## src/rtl/fpu_mc_if.sv

```systemverilog
`default_nettype none
// ============================================================================
// fpu_mc_if : operand/result valid-ready bundle for fpu_mc   (Rev 1.0)
// ============================================================================
interface fpu_mc_if #(
  parameter int W = 32
);
  logic         in_valid;
  logic         in_ready;
  logic [W-1:0] a;
  logic [W-1:0] b;
  logic [1:0]   opcode;
  logic         out_valid;
  logic         out_ready;
  logic [W-1:0] result;
  logic [3:0]   flags;

  modport master (
    output in_valid, a, b, opcode, out_ready,
    input  in_ready, out_valid, result, flags
  );

  modport slave (
    input  in_valid, a, b, opcode, out_ready,
    output in_ready, out_valid, result, flags
  );
endinterface
`default_nettype wire

```

## src/rtl/fpu_mc.sv

```systemverilog
`default_nettype none
// ============================================================================
// fpu_mc : multi-cycle add/sub/mul/div floating-point unit, truncating rounding
// Rev 1.0
// ============================================================================
module fpu_mc #(
  parameter int EXP_W = 8,
  parameter int MAN_W = 23
) (
  input  logic    clk,
  input  logic    rst_n,
  fpu_mc_if.slave io_bus
);
  localparam int W  = 1 + EXP_W + MAN_W;
  localparam int MW = MAN_W + 3;
  localparam int PW = 2 * MAN_W + 2;
  localparam int LW = $clog2(PW);
  localparam int XW = EXP_W + 2 + LW;
  localparam int CW = $clog2(MAN_W + 2);

  localparam logic signed [XW-1:0] BIAS  = XW'((2 ** (EXP_W - 1)) - 1);
  localparam logic signed [XW-1:0] EMAX  = XW'((2 ** EXP_W) - 1);
  localparam logic signed [XW-1:0] UNIT  = XW'(2 * MAN_W);
  localparam logic signed [XW-1:0] SHMAX = XW'(MW);
  localparam logic [W-1:0] QNAN = {1'b0, {EXP_W{1'b1}}, 1'b1, {(MAN_W-1){1'b0}}};

  localparam logic [1:0] OP_ADD = 2'b00;
  localparam logic [1:0] OP_SUB = 2'b01;
  localparam logic [1:0] OP_DIV = 2'b10;
  localparam logic [1:0] OP_MUL = 2'b11;

  typedef enum logic [2:0] {
    S_IDLE   = 3'd0,
    S_UNPACK = 3'd1,
    S_EXEC   = 3'd2,
    S_NORM   = 3'd3,
    S_DONE   = 3'd4
  } state_t;

  function automatic logic [W-1:0] f_inf(input logic s);
    return {s, {EXP_W{1'b1}}, {MAN_W{1'b0}}};
  endfunction

  function automatic logic [W-1:0] f_zero(input logic s);
    return {s, {(W-1){1'b0}}};
  endfunction

  state_t r_state, w_state_nxt;
  logic   w_in_ready, w_out_valid, w_accept;

  logic [W-1:0]          r_a, r_b;
  logic [1:0]            r_op;
  logic                  r_sa, r_sb;
  logic signed [XW-1:0]  r_ea, r_eb;
  logic [MW-1:0]         r_ma, r_mb;
  logic                  r_special;
  logic [W-1:0]          r_sres;
  logic [3:0]            r_sflags;
  logic                  r_sign;
  logic signed [XW-1:0]  r_e;
  logic [PW-1:0]         r_m;
  logic [MAN_W+1:0]      r_rem;
  logic [MAN_W:0]        r_dv;
  logic [MAN_W:0]        r_q;
  logic [CW-1:0]         r_cnt;
  logic [W-1:0]          r_res;
  logic [3:0]            r_flags;

  // ---------------- control FSM ----------------
  always_ff @(posedge clk or negedge rst_n) begin
    if (!rst_n) r_state <= S_IDLE;
    else        r_state <= w_state_nxt;
  end

  always_comb begin
    w_state_nxt = r_state;
    w_in_ready  = 1'b0;
    w_out_valid = 1'b0;
    case (r_state)
      S_IDLE: begin
        w_in_ready = 1'b1;
        if (io_bus.in_valid) w_state_nxt = S_UNPACK;
      end
      S_UNPACK: w_state_nxt = S_EXEC;
      S_EXEC: begin
        if (r_special || (r_op != OP_DIV) || (r_cnt == '0)) w_state_nxt = S_NORM;
      end
      S_NORM: w_state_nxt = S_DONE;
      S_DONE: begin
        w_out_valid = 1'b1;
        if (io_bus.out_ready) w_state_nxt = S_IDLE;
      end
      default: w_state_nxt = S_IDLE;
    endcase
  end

  assign w_accept         = w_in_ready && io_bus.in_valid;
  assign io_bus.in_ready  = w_in_ready;
  assign io_bus.out_valid = w_out_valid;
  assign io_bus.result    = r_res;
  assign io_bus.flags     = r_flags;

  // ---------------- unpack / classify ----------------
  logic [EXP_W-1:0] w_ea, w_eb;
  logic [MAN_W-1:0] w_fa, w_fb;
  logic             w_a_zero, w_b_zero, w_a_inf, w_b_inf, w_a_nan, w_b_nan;
  logic             w_sb_eff, w_sx;
  logic [MW-1:0]    w_ma, w_mb;

  assign w_ea     = r_a[W-2 -: EXP_W];
  assign w_eb     = r_b[W-2 -: EXP_W];
  assign w_fa     = r_a[MAN_W-1:0];
  assign w_fb     = r_b[MAN_W-1:0];
  assign w_a_zero = (w_ea == '0);
  assign w_b_zero = (w_eb == '0);
  assign w_a_inf  = (w_ea == '1) && (w_fa == '0);
  assign w_b_inf  = (w_eb == '1) && (w_fb == '0);
  assign w_a_nan  = (w_ea == '1) && (w_fa != '0);
  assign w_b_nan  = (w_eb == '1) && (w_fb != '0);
  assign w_sb_eff = r_b[W-1] ^ (r_op == OP_SUB);
  assign w_sx     = r_a[W-1] ^ r_b[W-1];
  // Denormals collapse to zero: no hidden bit, no fraction.
  assign w_ma     = w_a_zero ? '0 : {1'b1, w_fa, 2'b00};
  assign w_mb     = w_b_zero ? '0 : {1'b1, w_fb, 2'b00};

  logic         w_spec;
  logic [W-1:0] w_spec_res;
  logic [3:0]   w_spec_flg;

  always_comb begin
    w_spec     = 1'b0;
    w_spec_res = '0;
    w_spec_flg = '0;
    if (w_a_nan || w_b_nan) begin
      w_spec = 1'b1; w_spec_res = QNAN; w_spec_flg = 4'b1000;
    end else begin
      case (r_op)
        OP_ADD, OP_SUB: begin
          if (w_a_inf && w_b_inf && (r_a[W-1] != w_sb_eff)) begin
            w_spec = 1'b1; w_spec_res = QNAN; w_spec_flg = 4'b1000;
          end else if (w_a_inf) begin
            w_spec = 1'b1; w_spec_res = f_inf(r_a[W-1]);
          end else if (w_b_inf) begin
            w_spec = 1'b1; w_spec_res = f_inf(w_sb_eff);
          end
        end
        OP_MUL: begin
          if ((w_a_inf && w_b_zero) || (w_a_zero && w_b_inf)) begin
            w_spec = 1'b1; w_spec_res = QNAN; w_spec_flg = 4'b1000;
          end else if (w_a_inf || w_b_inf) begin
            w_spec = 1'b1; w_spec_res = f_inf(w_sx);
          end
        end
        default: begin
          if ((w_a_inf && w_b_inf) || (w_a_zero && w_b_zero)) begin
            w_spec = 1'b1; w_spec_res = QNAN; w_spec_flg = 4'b1000;
          end else if (w_a_inf) begin
            w_spec = 1'b1; w_spec_res = f_inf(w_sx);
          end else if (w_b_inf) begin
            w_spec = 1'b1; w_spec_res = f_zero(w_sx);
          end else if (w_b_zero) begin
            w_spec = 1'b1; w_spec_res = f_inf(w_sx); w_spec_flg = 4'b0100;
          end
        end
      endcase
    end
  end

  // ---------------- execute datapaths ----------------
  logic                 w_a_big;
  logic signed [XW-1:0] w_e_big, w_diff;
  logic [MW-1:0]        w_m_big, w_m_sml, w_m_aln;
  logic [MW:0]          w_sum;
  logic [PW-1:0]        w_prod;
  logic                 w_ge;
  logic [MAN_W+1:0]     w_rem_sub;

  assign w_a_big = {r_ea, r_ma} >= {r_eb, r_mb};
  assign w_e_big = w_a_big ? r_ea : r_eb;
  assign w_m_big = w_a_big ? r_ma : r_mb;
  assign w_m_sml = w_a_big ? r_mb : r_ma;
  assign w_diff  = w_a_big ? (r_ea - r_eb) : (r_eb - r_ea);
  assign w_m_aln = (w_diff >= SHMAX) ? '0 : (w_m_sml >> w_diff);
  assign w_sum   = (r_sa != r_sb) ? ({1'b0, w_m_big} - {1'b0, w_m_aln})
                                  : ({1'b0, w_m_big} + {1'b0, w_m_aln});

  assign w_prod    = PW'(r_ma[MW-1:2]) * PW'(r_mb[MW-1:2]);
  assign w_ge      = r_rem >= {1'b0, r_dv};
  assign w_rem_sub = w_ge ? (r_rem - {1'b0, r_dv}) : r_rem;

  // ---------------- normalise ----------------
  logic [LW-1:0]        w_lead;
  logic [PW-1:0]        w_norm;
  logic [MAN_W-1:0]     w_frac;
  logic signed [XW-1:0] w_ne;

  always_comb begin
    w_lead = '0;
    for (int i = 0; i < PW; i++) begin
      if (r_m[i]) w_lead = LW'(i);
    end
  end

  // Every path parks the unit bit of its mantissa at bit UNIT of r_m.
  assign w_norm = r_m << (LW'(PW - 1) - w_lead);
  assign w_frac = MAN_W'(w_norm >> (PW - 1 - MAN_W));
  assign w_ne   = r_e + $signed({{(XW-LW){1'b0}}, w_lead}) - UNIT;

  // ---------------- datapath registers ----------------
  always_ff @(posedge clk or negedge rst_n) begin
    if (!rst_n) begin
      r_a       <= '0;
      r_b       <= '0;
      r_op      <= '0;
      r_sa      <= 1'b0;
      r_sb      <= 1'b0;
      r_ea      <= '0;
      r_eb      <= '0;
      r_ma      <= '0;
      r_mb      <= '0;
      r_special <= 1'b0;
      r_sres    <= '0;
      r_sflags  <= '0;
      r_sign    <= 1'b0;
      r_e       <= '0;
      r_m       <= '0;
      r_rem     <= '0;
      r_dv      <= '0;
      r_q       <= '0;
      r_cnt     <= '0;
      r_res     <= '0;
      r_flags   <= '0;
    end else begin
      case (r_state)
        S_IDLE: begin
          if (w_accept) begin
            r_a     <= io_bus.a;
            r_b     <= io_bus.b;
            r_op    <= io_bus.opcode;
            r_flags <= '0;
          end
        end
        S_UNPACK: begin
          r_sa      <= r_a[W-1];
          r_sb      <= w_sb_eff;
          r_ea      <= {{(XW-EXP_W){1'b0}}, w_ea};
          r_eb      <= {{(XW-EXP_W){1'b0}}, w_eb};
          r_ma      <= w_ma;
          r_mb      <= w_mb;
          r_special <= w_spec;
          r_sres    <= w_spec_res;
          r_sflags  <= w_spec_flg;
          r_rem     <= {1'b0, w_ma[MW-1:2]};
          r_dv      <= w_mb[MW-1:2];
          r_q       <= '0;
          r_cnt     <= CW'(MAN_W + 1);
        end
        S_EXEC: begin
          if (!r_special) begin
            case (r_op)
              OP_MUL: begin
                r_sign <= r_sa ^ r_sb;
                r_e    <= r_ea + r_eb - BIAS;
                r_m    <= w_prod;
              end
              OP_DIV: begin
                r_rem <= w_rem_sub << 1;
                r_q   <= {r_q[MAN_W-1:0], w_ge};
                r_cnt <= r_cnt - CW'(1);
                if (r_cnt == '0) begin
                  r_sign <= r_sa ^ r_sb;
                  r_e    <= r_ea - r_eb + BIAS;
                  r_m    <= PW'({r_q, w_ge}) << (MAN_W - 1);
                end
              end
              default: begin
                r_sign <= (w_sum == '0) ? 1'b0 : (w_a_big ? r_sa : r_sb);
                r_e    <= w_e_big;
                r_m    <= PW'(w_sum) << (MAN_W - 2);
              end
            endcase
          end
        end
        S_NORM: begin
          if (r_special) begin
            r_res   <= r_sres;
            r_flags <= r_sflags;
          end else if (r_m == '0) begin
            r_res   <= f_zero(r_sign);
            r_flags <= 4'b0000;
          end else if (w_ne >= EMAX) begin
            r_res   <= f_inf(r_sign);
            r_flags <= 4'b0010;
          end else if (w_ne[XW-1] || (w_ne == '0)) begin
            r_res   <= f_zero(r_sign);
            r_flags <= 4'b0001;
          end else begin
            r_res   <= {r_sign, w_ne[EXP_W-1:0], w_frac};
            r_flags <= 4'b0000;
          end
        end
        default: ;
      endcase
    end
  end
endmodule
`default_nettype wire

```

## src/flat_wrapper.sv

```systemverilog
// flat-port wrapper written by rule: the top's interface ports become plain ports
module fpu_mc_flat 
#(
  parameter int EXP_W = 8,
  parameter int MAN_W = 23
)
  (clk, rst_n, io_bus_in_valid, io_bus_a, io_bus_b, io_bus_opcode, io_bus_out_ready, io_bus_in_ready, io_bus_out_valid, io_bus_result, io_bus_flags);
  fpu_mc_if #(.W(32)) io_bus_i ();
  input  logic clk;
  input  logic rst_n;
  input wire logic [$bits(io_bus_i.in_valid)-1:0] io_bus_in_valid;
  input wire logic [$bits(io_bus_i.a)-1:0] io_bus_a;
  input wire logic [$bits(io_bus_i.b)-1:0] io_bus_b;
  input wire logic [$bits(io_bus_i.opcode)-1:0] io_bus_opcode;
  input wire logic [$bits(io_bus_i.out_ready)-1:0] io_bus_out_ready;
  output wire logic [$bits(io_bus_i.in_ready)-1:0] io_bus_in_ready;
  output wire logic [$bits(io_bus_i.out_valid)-1:0] io_bus_out_valid;
  output wire logic [$bits(io_bus_i.result)-1:0] io_bus_result;
  output wire logic [$bits(io_bus_i.flags)-1:0] io_bus_flags;
  assign io_bus_i.in_valid = io_bus_in_valid;
  assign io_bus_i.a = io_bus_a;
  assign io_bus_i.b = io_bus_b;
  assign io_bus_i.opcode = io_bus_opcode;
  assign io_bus_i.out_ready = io_bus_out_ready;
  assign io_bus_in_ready = io_bus_i.in_ready;
  assign io_bus_out_valid = io_bus_i.out_valid;
  assign io_bus_result = io_bus_i.result;
  assign io_bus_flags = io_bus_i.flags;
  fpu_mc #(.EXP_W(EXP_W), .MAN_W(MAN_W)) u_core (.clk(clk), .rst_n(rst_n), .io_bus(io_bus_i));
endmodule
```

## config.mk

```make
export PLATFORM = sky130hd
export DESIGN_NAME = fpu_mc_flat
export DESIGN_NICKNAME = d
export VERILOG_FILES = /design/src/rtl/fpu_mc_if.sv /design/src/rtl/fpu_mc.sv /design/src/flat_wrapper.sv
export SDC_FILE = /design/constraint.sdc
export NUM_CORES = 2
export LEC_CHECK = 0
export ABC_AREA = 1
export CORE_UTILIZATION = 40
export CTS_BUF_LIST = sky130_fd_sc_hd__clkbuf_4
export DETAILED_ROUTE_END_ITERATION = 10
export SYNTH_ARGS = -nofsm -noshare
export SYNTH_HDL_FRONTEND = slang
export SYNTH_SLANG_ARGS = --single-unit
```

## constraint.sdc

```tcl
create_clock -name clk -period 19 [get_ports clk]
set_clock_uncertainty 0.1 [all_clocks]
set_input_delay 4.75 -clock clk [delete_from_list [all_inputs] [get_ports clk]]
set_output_delay 4.75 -clock clk [all_outputs]
set_load 0.02 [all_outputs]
```

==> results.md <==
* Tcrit/Tclk final at 50.1%
* Hold WC Path Type: flip-flop to flip-flop
* Cell count after synthesis at approximately 5600
* Die X at 323 microns
* DRC at 0
* Synth area leader: fa_1
* Worst Setup EP: u_core.r_sign
* Max-slew violations at 0
* Worst EP arrival at 10.21 ns
* Slew at the pin with the worst max-slew slack at 1.15 ns
* Sequential area share after synthesis at 17.9%
* Vias per std cell at roughly 5.3
* Final WS setup at 9.48 ns
* Clk sinks at approximately 300
* Leftover overflow at the end of global routing at 0
* Crit Path Class: flip-flop to flip-flop
* Buffers inserted by post-CTS timing repair at 0
* Detailed Route WL at 134000 microns
* Most frequent cell after synthesis: nand2_1
* Tmin final at between 9 and 10 ns
* Synth Flop Type: dfrtp_1
* Largest net degree at the start of global routing at 99
* Worst-Skew Late Latency at around 0.89 ns
* Num CTS Buffers at just under 90
* Max Cap Viol at 0
* Final net count at roughly 6500
* DR top layer: met4
* RR Startpoint: u_core.r_dv[21]
* Routed wl met2 at 63800 microns
* Max Clock Freq at 105 MHz
* DR WL/cell at 19.2 microns
* Run status: complete, no violations
* Final hold vios at 0
* Yosys warns at 0
* CTS H-tree depth at 3
* Clk buf depth at 3
* Yosys reg bits at approximately 300
* Final TNS setup at 0 ns
* Syn_nets at 6455
* Hold_buf cts at 0
* Placer Congestion at 0.970
* Worst R2R Setup Slack at around 9.5 ns
* Met1 WL at 56600 microns
* HPWL after DPL at roughly 100000 microns
* Post-synth top area share at 23.7%
* Placement Setup Slack at between 9 and 10 ns
* Die Y at approximately 320 microns
* Crit end category: flip-flop
* Worst Path Required at slightly below 20 ns
* Number of flops mapped to enable cells by yosys at 0
* Reg2Reg Depth at 53
* First-pass GRT wire length at around 210000 microns
* Top cell by count, worst path: nand2_1
* Share of layout cells above drive strength 1 at ~5.1%
* CP startpoint kind: flip-flop
* Max incr delay on CP at approximately 1.0 ns
* Vias at around 37000
* Worst setup path startpoint: u_core.r_dv[21]
* Initial core utilization at ~40%
* Antenna violations before repair at 3
* Commonest cells in the netlist: nand2_1 (1330), inv_1 (1091), fa_1 (487), nand3_1 (462), ha_1 (320)
* Synthesized area at 41200 sq um
* Core Footprint at approximately 100000 sq um
* 1st-pass router iterations at 6
* Row count at about 120
* ANT nets after route at 0
* Final setup vio count at 0
* Initial DRC Count at around 2800
* Clock transition at path regs at 0.07 ns
* Wire length on met3 at ~7500 microns
* Worst slew margin at 23.0%
* DIE AREA at between 100000 and 150000 sq um
* FF-to-FF End: u_core.r_sign
* Crit path max fanout at 27
* Slowest CP cell: dfrtp_1
* Resize count post-CTS at 0
* Avg Inst Size Synth at between 7 and 8 sq um
* GRT Total Usage at approximately a quarter
* TritonCTS clock tree: built
* Ys async rst share at between 90% and 100%
* Number of global-route vias before repair at ~38000
* Distinct cells, synth at 69
* Synth area leaders: fa_1 (24%), dfrtp_1 (18%), nand2_1 (12%)
* Root Driver: clkbuf_4
* Number of port buffers at roughly 110
* Area Growth Syn to Fin at 8.22%
* RSZ-0062 raised after global routing: false
* Count of boundary I/O pins at approximately 110
==> final cells by class <==
cell class | instances | area, sq um
clock inverter | 26 | 126
sequential | 295 | 7380
multi-input combinational | 3905 | 28500
clock buffer | 128 | 961
tap | 1368 | 1710
timing repair buffer | 185 | 1660
inverter | 1106 | 4160
antenna | 4 | 10.0
fill | 10700 | 57300
==> critical path, delay by kind of cell, from the launching register on <==
kind            cells  cell delay, ns
compound gates     18            3.36
xor+xnor            1            0.09
fa+ha+maj           3            1.00
buf+inv             3            0.46
flops               1            1.01
simple gates       28            3.38
==> cell usage in the layout (no fill, tap or decap), drive strengths merged, types with 31 or more instances in the layout <==
master / instances
dfrtp: 295
o211ai: 31
nor3: 32
xnor2: 31
nand4: 41
fa: 487
o21ai: 269
a21oi: 290
buf: 79
inv: 1100
xor2: 71
o22ai: 66
clkdlybuf4s50: 106
nand3: 463
clkbuf: 128
ha: 320
nor2: 282
nand2: 1336
==> cells by family (layout without fill, tap and decap cells) <==
logic type	after synthesis	in the layout	share of synthesized area, %
adders and majority gates	807	807	33.4
xor gates and xnor gates	102	102	2.17
and+or+nand+nor	2201	2201	22.4
muxes	10	10	0.270
AOI/OAI and AO/OA	785	785	11.0
buffers and inverters	1378	1445	12.8
other	0	4	0
DFF	295	295	17.9
==> through the flow <==
step	instance area [sq um]	utilization [%]	hold WS [ns]	cells
6_report	44600	43.7	0.378	7017
4_1_cts	44600	43.7	0.383	7013
3_3_place_gp	43500	42.7	0.365	6859
2_1_floorplan	41200	-	0.347	5578
3_5_place_dp	43500	42.7	0.366	6859
5_1_grt	44600	43.7	0.399	7017
==> flip-flops by register name (all words and copies together) (netlist names), 4 cells and up <==
register,flops
u_core.io_bus.flags,4
u_core.r_dv,24
u_core.r_rem,25
u_core.r_q,24
u_core.r_ea,8
u_core.r_a,32
u_core.r_e,16
u_core.r_b,32
u_core.r_ma,24
u_core.io_bus.result,32
u_core.r_m,48
u_core.r_eb,8
u_core.r_cnt,5
==> routing by layer <==
metal | track usage [%] | vias to the layer above
met4 | 12.1 | 0
met5 | 0 | -
met3 | 3.31 | 267
li1 | - | 17500
met1 | 34.3 | 18100
met2 | 44.9 | 1131
==> how the worst min path moves through the flow <==
stage / startpoint / endpoint / slack (ns) / depth (start not counted)
after CTS: u_core.io_bus.result[5] / u_core.io_bus.result[5] / 0.38 / 2
after global placement: u_core.r_ma[7] / u_core.r_ma[7] / 0.37 / 2
after global routing: u_core.io_bus.result[5] / u_core.io_bus.result[5] / 0.40 / 2
after detailed placement: u_core.io_bus.result[5] / u_core.io_bus.result[5] / 0.37 / 2
final: u_core.r_b[29] / u_core.r_eb[6] / 0.38 / 2
after floorplan: u_core.r_sres[31] / u_core.r_sres[31] / 0.35 / 2
Power is not shown: default switching activity piles up to over one toggle a cycle in this logic, so the estimate is an artifact.
